[config.mk]
export PLATFORM = sky130hd
export DESIGN_NAME = pwr_switch_ack_emu_flat
export DESIGN_NICKNAME = d
export VERILOG_FILES = /design/src/rtl/pwr_switch_emu_pkg.sv /design/src/rtl/pwr_switch_ack_emu_if.sv /design/src/rtl/pwr_switch_ack_ch.sv /design/src/rtl/pwr_switch_ack_emu.sv /design/src/flat_wrapper.sv
export SDC_FILE = /design/constraint.sdc
export NUM_CORES = 1
export LEC_CHECK = 0
export BUFFER_PORTS_ARGS = -buffer_cell sky130_fd_sc_hd__buf_2
export CAP_MARGIN = 20
export CORE_MARGIN = 4
export CORE_UTILIZATION = 59
export CTS_BUF_LIST = sky130_fd_sc_hd__clkbuf_8
export CTS_CLUSTER_SIZE = 14
export DETAILED_ROUTE_END_ITERATION = 8
export HOLD_SLACK_MARGIN = 0.12
export PLACE_DENSITY_LB_ADDON = 0.12
export SETUP_SLACK_MARGIN = 0.15
export SYNTH_ARGS = -nofsm -noshare
export SYNTH_HDL_FRONTEND = slang
export SYNTH_HIERARCHICAL = 1
export SYNTH_SLANG_ARGS = --single-unit
[constraint.sdc]
create_clock -name clk_i -period 3.7 [get_ports clk_i]
set_input_delay 0 -clock clk_i [delete_from_list [all_inputs] [get_ports clk_i]]
set_output_delay 0 -clock clk_i [all_outputs]
set_load 0.05 [all_outputs]
[src/rtl/pwr_switch_emu_pkg.sv]
// Shared types and defaults for the power-switch acknowledge emulator.
package pwr_switch_emu_pkg;

  typedef enum logic {
    ST_STABLE = 1'b0,
    ST_RAMP   = 1'b1
  } ch_state_e;

  localparam int LAT_W_DEF = 8;

endpackage

[src/rtl/pwr_switch_ack_emu_if.sv]
// Bus between a power manager and the switch-acknowledge emulator.
// Protocol: switch_i is a level request per channel; ack_o follows it after the
// programmed latency, busy_o flags a ramp in flight and done_o pulses when ack_o moves.
interface pwr_switch_ack_emu_if #(
  parameter int N_CH  = 4,
  parameter int LAT_W = 8
);
  logic [N_CH-1:0]       switch_i;
  logic [N_CH*LAT_W-1:0] rise_lat_i;
  logic [N_CH*LAT_W-1:0] fall_lat_i;
  logic [N_CH-1:0]       hold_i;
  logic [N_CH-1:0]       ack_o;
  logic [N_CH-1:0]       busy_o;
  logic [N_CH-1:0]       done_o;

  modport master (
    output switch_i, rise_lat_i, fall_lat_i, hold_i,
    input  ack_o, busy_o, done_o
  );

  modport slave (
    input  switch_i, rise_lat_i, fall_lat_i, hold_i,
    output ack_o, busy_o, done_o
  );
endinterface

[src/rtl/pwr_switch_ack_ch.sv]
// One emulated power-switch channel: STABLE/RAMP FSM with a latency down-counter.
module pwr_switch_ack_ch
  import pwr_switch_emu_pkg::*;
#(
  parameter int   LAT_W   = LAT_W_DEF,
  parameter logic ACK_RST = 1'b0
) (
  input  logic             clk_i,
  input  logic             rst_i,
  input  logic             switch_i,
  input  logic             hold_i,
  input  logic [LAT_W-1:0] rise_lat_i,
  input  logic [LAT_W-1:0] fall_lat_i,
  output logic             ack_o,
  output logic             busy_o,
  output logic             done_o
);

  localparam logic [LAT_W-1:0] CNT_ONE = LAT_W'(1);

  ch_state_e        state_q, state_d;
  logic             target_q, target_d;
  logic [LAT_W-1:0] cnt_q, cnt_d;
  logic             ack_q, ack_d;
  logic             done_q, done_d;
  logic [LAT_W-1:0] lat_sel;

  // Latency of the level currently requested; only consumed when a ramp (re)starts.
  assign lat_sel = switch_i ? rise_lat_i : fall_lat_i;

  always_ff @(posedge clk_i) begin
    if (rst_i) begin
      state_q  <= ST_STABLE;
      target_q <= ACK_RST;
      cnt_q    <= '0;
      ack_q    <= ACK_RST;
      done_q   <= 1'b0;
    end else begin
      state_q  <= state_d;
      target_q <= target_d;
      cnt_q    <= cnt_d;
      ack_q    <= ack_d;
      done_q   <= done_d;
    end
  end

  always_comb begin
    state_d  = state_q;
    target_d = target_q;
    cnt_d    = cnt_q;
    ack_d    = ack_q;
    done_d   = 1'b0;
    case (state_q)
      ST_STABLE: begin
        if (switch_i != ack_q) begin
          target_d = switch_i;
          cnt_d    = lat_sel;
          state_d  = ST_RAMP;
        end
      end
      ST_RAMP: begin
        // A reversal wins over hold; falling back to ack ends the ramp silently.
        if (switch_i != target_q) begin
          target_d = switch_i;
          cnt_d    = lat_sel;
          if (switch_i == ack_q) state_d = ST_STABLE;
        end else if (!hold_i) begin
          if (cnt_q == '0) begin
            ack_d   = target_q;
            done_d  = 1'b1;
            state_d = ST_STABLE;
          end else begin
            cnt_d = cnt_q - CNT_ONE;
          end
        end
      end
      default: state_d = ST_STABLE;
    endcase
  end

  always_comb begin
    busy_o = (state_q == ST_RAMP);
    ack_o  = ack_q;
    done_o = done_q;
  end

endmodule

[src/rtl/pwr_switch_ack_emu.sv]
// Multi-channel power-switch acknowledge emulator; channels are fully independent.
module pwr_switch_ack_emu
  import pwr_switch_emu_pkg::*;
#(
  parameter int              N_CH    = 4,
  parameter int              LAT_W   = LAT_W_DEF,
  parameter logic [N_CH-1:0] ACK_RST = '0
) (
  input  logic                 clk_i,
  input  logic                 rst_i,
  pwr_switch_ack_emu_if.slave  bus
);

  logic [N_CH-1:0] ack_w;
  logic [N_CH-1:0] busy_w;
  logic [N_CH-1:0] done_w;

  for (genvar c = 0; c < N_CH; c++) begin : g_ch
    pwr_switch_ack_ch #(
      .LAT_W   (LAT_W),
      .ACK_RST (ACK_RST[c])
    ) u_ch (
      .clk_i      (clk_i),
      .rst_i      (rst_i),
      .switch_i   (bus.switch_i[c]),
      .hold_i     (bus.hold_i[c]),
      .rise_lat_i (bus.rise_lat_i[c*LAT_W +: LAT_W]),
      .fall_lat_i (bus.fall_lat_i[c*LAT_W +: LAT_W]),
      .ack_o      (ack_w[c]),
      .busy_o     (busy_w[c]),
      .done_o     (done_w[c])
    );
  end

  assign bus.ack_o  = ack_w;
  assign bus.busy_o = busy_w;
  assign bus.done_o = done_w;

endmodule

[src/flat_wrapper.sv]
// flat-port wrapper written by rule: the top's interface ports become plain ports
module pwr_switch_ack_emu_flat import pwr_switch_emu_pkg::*;
#(
  parameter int              N_CH    = 4,
  parameter int              LAT_W   = LAT_W_DEF,
  parameter logic [N_CH-1:0] ACK_RST = '0
)
  (clk_i, rst_i, bus_switch_i, bus_rise_lat_i, bus_fall_lat_i, bus_hold_i, bus_ack_o, bus_busy_o, bus_done_o);
  pwr_switch_ack_emu_if #(.N_CH(N_CH), .LAT_W(LAT_W)) bus_i ();
  input  logic clk_i;
  input  logic rst_i;
  input wire logic [$bits(bus_i.switch_i)-1:0] bus_switch_i;
  input wire logic [$bits(bus_i.rise_lat_i)-1:0] bus_rise_lat_i;
  input wire logic [$bits(bus_i.fall_lat_i)-1:0] bus_fall_lat_i;
  input wire logic [$bits(bus_i.hold_i)-1:0] bus_hold_i;
  output wire logic [$bits(bus_i.ack_o)-1:0] bus_ack_o;
  output wire logic [$bits(bus_i.busy_o)-1:0] bus_busy_o;
  output wire logic [$bits(bus_i.done_o)-1:0] bus_done_o;
  assign bus_i.switch_i = bus_switch_i;
  assign bus_i.rise_lat_i = bus_rise_lat_i;
  assign bus_i.fall_lat_i = bus_fall_lat_i;
  assign bus_i.hold_i = bus_hold_i;
  assign bus_ack_o = bus_i.ack_o;
  assign bus_busy_o = bus_i.busy_o;
  assign bus_done_o = bus_i.done_o;
  pwr_switch_ack_emu #(.N_CH(N_CH), .LAT_W(LAT_W), .ACK_RST(ACK_RST)) u_core (.clk_i(clk_i), .rst_i(rst_i), .bus(bus_i));
endmodule
# --- Word-level counts from Yosys, hierarchy flattened ---
# Index checks and enable logic that the tools add are counted.
# Widths: inputs -> output; s select.
word_totals:
  regBits: 48
  in_bits: 74
  output_inout_bits: 12
  elab_cells: 148
classes:
  n_addsub: 4
  n_eq_ne: 28
  muxes: 64
  n_bitwise: 12
  n_reduce_logical: 20
op_table:
  columns: ["operator", "count"]
  rows:
  - ["$mux 8", 20]
  - ["$pmux 8 s2", 4]
  - ["$logic_not 8->1", 4]
  - ["$mux 1", 32]
  - ["$sub 8x1->8 const B", 4]
  - ["$pmux 1 s2", 8]
  - ["$reduce_and 4->1", 4]
  - ["$reduce_or 4->1", 4]
  - ["$ne 3x2->1 const B", 4]
  - ["$ne 3x3->1 const B", 4]
  - ["$not 1->1", 12]
  - ["$reduce_and 3->1", 4]
  - ["$ne 1x1->1", 8]
  - ["$ne 2x1->1 const B", 4]
  - ["$ne 2x2->1 const B", 4]
  - ["$reduce_and 2->1", 4]
  - ["$eq 1x1->1", 4]

# --- Logic depth before layout (Yosys ltp) ---
depth:
  word_depth: 5
  ltp_mapped: 7
  depth_no_buf: 7

# --- Cells and area by module ---
# The synthesis kept the hierarchy.
by_module_without_submodules:
  columns: ["module", "n_inst", "cells_per_inst", "area_per_inst_um2", "seq_area_each_um2"]
  rows:
  - ["pwr_switch_ack_ch", 4, 99, 829.5, 240.2]

# --- Worst setup path before layout ---
# Ideal clock, no wire load.
synth_timing:
  path_type: "flip-flop to flip-flop"
  start: "register u_core.g_ch[0].u_ch.cnt_q[0]"
  end: "register u_core.g_ch[0].u_ch.cnt_q[0]"
  setup_time_ns: 0.128
  arrival_ns: 1.684
  setup_slack_ns: 1.887
  path_stages_with_launch: 8
  n_path_buf: 0
  cell_sequence: "dfxtp_1 > inv_1 > ha_1 > or3b_4 > o31a_2 > o21ba_2 > a21oi_2 > nor3_1"
synth_between:
  elab_chain_cells: 5
  word_cells_on_any_way: 8
  classes_between: "add/sub (1); eq/ne (1); mux (4); reduce/logical (2)"
synth_lines:
  columns: ["element", "line", "text"]
  rows:
  - ["start, declared", "pwr_switch_ack_ch.sv:23", "logic [LAT_W-1:0] cnt_q, cnt_d;"]
  - ["start signal, assigned", "pwr_switch_ack_ch.sv:41", "cnt_q <= cnt_d;"]
  - ["$sub 8x1->8", "pwr_switch_ack_ch.sv:73", "cnt_d = cnt_q - CNT_ONE;"]
  - ["$mux 8", "pwr_switch_ack_ch.sv:68", "if (cnt_q == '0) begin"]
  - ["$mux 8", "pwr_switch_ack_ch.sv:67", "end else if (!hold_i) begin"]
  - ["$mux 8", "pwr_switch_ack_ch.sv:63", "if (switch_i != target_q) begin"]
  - ["$pmux 8 s2", "pwr_switch_ack_ch.sv:53", "case (state_q)"]
# Parallel ways exist; a longest one is shown, timed or not. The select of a mux whose other input is x is not followed.
# A chain may end at the register's enable or synchronous reset.

# --- Final worst setup path ---
layout_timing:
  start: "register u_core.g_ch[1].u_ch.cnt_q[0]"
  end: "register u_core.g_ch[1].u_ch.cnt_q[5]"
layout_between:
  elab_chain_cells: 5
  word_cells_on_any_way: 8
  classes_between: "add/sub (1); eq/ne (1); mux (4); reduce/logical (2)"
layout_lines:
  columns: ["element", "line"]
  rows:
  - ["start, declared", "pwr_switch_ack_ch.sv:23"]
  - ["start signal, assigned", "pwr_switch_ack_ch.sv:41"]
  - ["$sub 8x1->8", "pwr_switch_ack_ch.sv:73"]
  - ["$mux 8", "pwr_switch_ack_ch.sv:68"]
  - ["$mux 8", "pwr_switch_ack_ch.sv:67"]
  - ["$mux 8", "pwr_switch_ack_ch.sv:63"]
  - ["$pmux 8 s2", "pwr_switch_ack_ch.sv:53"]
# Parallel ways exist; a longest one is shown, timed or not. The select of a mux whose other input is x is not followed.

==> flow_summary.ini <==
[outcome]
status = finished, final reports clean

[critical_path]
worstSetupEndpointType = flop
cp.required_ns = 3.85
max_stage_delay_ns = 0.41
path_cells = inv_1 > ha_1 > or3b_4 > o31a_2 > o21ba_2 > o211ai_1 > a21oi_1
crit_fanout = 7
start_kind = flop
critical_path_class = reg2reg
cp_slowest_cell = or3b_4
cp.arrival_ns = 2.17

[finish]
diodes = 0
final_core_util_pct = 72.3
area_growth_pct = 19.2
nets = 563
fin_area_um2 = 3960
drive_gt1_share_pct = 28.2

[yosys]
synth_top_area_share_pct = 29.0
synth-main-ff-cell = dfxtp_1
avgSynthCellArea_um2 = 8.38
synthCells = 396
synthSimpleGateAreaFrac_pct = 26.4
synth-seq-cells = 48
synth_mux_area_share_pct = 13.3
synth_common_cells = dfxtp_1 (48), mux2i_1 (44), nand2_1 (40)
synthXorXnorAreaFrac_pct = 3.17
synthArstFlopShare_pct = 0
synthTopCellsByArea = dfxtp_1 (29%), mux2i_1 (13%), nand2_1 (4.5%), a21oi_1 (4.2%), nor2_1 (4.1%)
mappedNetlistNets = 474
synth_top_family_by_area = simple AND/OR/NAND/NOR gates
yosysUniqueCellTypes = 38
synth_fa_ha_area_share_pct = 1.51
synth_compound_area_share_pct = 21.1
yosysTopAreaCell = dfxtp_1
synth-warning-count = 6
synthMostInstantiatedCell = dfxtp_1
synth_area_um2 = 3320
ys_seq_area_share_pct = 29.0
synth_edf_count = 0

[global_route]
grt-ovfl-total = 0
grt_pass1_vias = 2960
grt_max_degree = 57
grt_usage_pct = 22.5
grt_pass1_wl_um = 13300
antenna_found_initial = 0

[drt]
routed_via_density = 5.57
finalWirelength_um = 7560
ant_nets = 0
remaining_drc_errors = 0
vias = 3106
dr.first_iter.drc_count = 114
drt_first_pass_iters = 4
wl_per_cell_um = 13.5

[placed_design]
place.detailed.hpwl_um = 5200
gp_congestion = 0.888
place_ws_ns = 1.69
portBuffers = 85
post_dp_cell_area_um2 = 3690

[sta]
fmax_mhz = 494
skew_ns = 0.00706
fin_crit_sh_pct = 54.7
finalHoldViolCount = 0
worst_pin_slew_ns = 1.00
setup_viol = 0
final-max-slew-violation-count = 0
layout_min_cycle_time_ns = 2.02
rsz0062_at_grt = false
fin_setup_tns_ns = 0
slew-limit-headroom_pct = 33.4
worst_slack_ns = 1.68

[clocking]
clk_path_buf_depth = 2
htreeDepth = 2
cts_root_buffer = clkbuf_8
cts.sinks = 48
numCtsBuffers = 5
cts_tree = built
cts.reportedPaths.clkPinSlew_ns = 0.09
post_cts_buffers = 0
clk_latency_ns = 0.30

[power]
peakVddDrop_mv = 0.217
total_power_w = 0.00140
leakage_nw = 1.68
p_per_area_nw_per_um2 = 354

[floorplan]
core_area_um2 = 5470
die_area_um2 = 6890
pin_count = 86
die_h_um = 83.0
row_count = 27
dieWidth_um = 83.0
initial_core_util_pct = 60.6

[min_path]
hold_class = in2reg

[flow_run]
max_cap_violations = 0
metrics by stage:
step,instances,hold WS [ns]
2_1_floorplan,396,0.0774
3_3_place_gp,533,0.356
3_5_place_dp,533,0.362
4_1_cts,558,0.121
5_1_grt,558,0.129
6_report,558,0.116
final cells by class:
type | instances | area, µm²
Sequential cell | 48 | 961
Timing Repair Buffer | 102 | 596
Clock inverter | 2 | 10.0
Multi-Input combinational cell | 316 | 2170
Clock buffer | 6 | 82.6
Fill cell | 463 | 1520
Tap cell | 72 | 90.1
Inverter | 12 | 45.0
worst paths after layout:
kind	from	end	cells after the start	slack, ns
max	u_core/g_ch[1].u_ch/cnt_q[0]$_SDFFE_PP0P_	u_core/g_ch[1].u_ch/cnt_q[5]$_SDFFE_PP0P_	7	1.68
min	bus_fall_lat_i[1]	u_core/g_ch[0].u_ch/cnt_q[1]$_SDFFE_PP0P_	5	0.12
max reg2reg	u_core/g_ch[1].u_ch/cnt_q[0]$_SDFFE_PP0P_	u_core/g_ch[1].u_ch/cnt_q[5]$_SDFFE_PP0P_	7	1.68
min reg2reg	u_core/g_ch[2].u_ch/cnt_q[1]$_SDFFE_PP0P_	u_core/g_ch[2].u_ch/cnt_q[1]$_SDFFE_PP0P_	2	0.50
layout by cell type (no fill, tap or decap):
cell           count
nor3_4             4
or3_4              4
ha_1               4
clkinv_2           2
o22a_1             4
buf_2             85
o21bai_4           4
or3b_4             4
or4_1              4
nand3_1            8
nor4_1             8
nor3b_1            4
nand2_1           40
nor3_1            20
o22ai_1            4
a21o_2             4
xor2_1             4
nand2b_1           8
and2_1             4
dfxtp_1           48
o21ai_0           24
nor2b_1            4
or4_2              4
o211ai_1           8
or3_1              4
o31a_2             4
o32ai_2            4
xnor2_1            8
nor2_1            36
a21oi_1           28
a211oi_1           4
inv_1             12
clkbuf_8           6
a21oi_2            4
nand2_2            4
dlygate4sd3_1     17
mux2i_1           44
o21ba_2            4
metal layers:
layer	part of all wire [%]	GRT usage, %
met4	0.64	5.50
met1	44	28.4
met5	0	0
met2	48	39.0
met3	6.5	4.86
worst max-delay path: cells and delay by family (launching register included):
kind / cells / cell delay, ns
DFF: 1 / 0.36
and+or+nand+nor: 1 / 0.41
buffers and inverters: 1 / 0.07
AOI/OAI and AO/OA: 4 / 0.86
adders and majority gates: 1 / 0.17
where the power goes:
group	total, W	internal [W]	switching, W
Combinational	0.000456	0.000215	0.000241
Clock	0.000330	0.000150	0.000180
Sequential	0.000616	0.000563	0.0000537
Total	0.00140	0.000927	0.000475
cells by family after synthesis:
family | after synthesis
AO/OA/AOI/OAI | 96
buffers and inverters | 32
AND/OR/NAND/NOR | 160
XOR/XNOR | 12
adder cells (fa/ha/maj) | 4
flip-flops | 48
multiplexers | 44
repair_timing:
| action | 4_1_cts | 5_1_grt |
|---|---|---|
| gates resized for setup | 0 | 0 |
| hold buffers | 17 | 0 |
| hold endpoints to repair | 13 | 0 |
flip-flops by register name, summed over array words and instances (netlist names):
name                       cells
u_core/g_ch.u_ch/cnt_q        32
u_core/g_ch.u_ch/target_q      4
u_core/g_ch.u_ch/busy_o        4
u_core/g_ch.u_ch/done_o        4
u_core/g_ch.u_ch/ack_o         4
(Power assumes the default switching activity.)
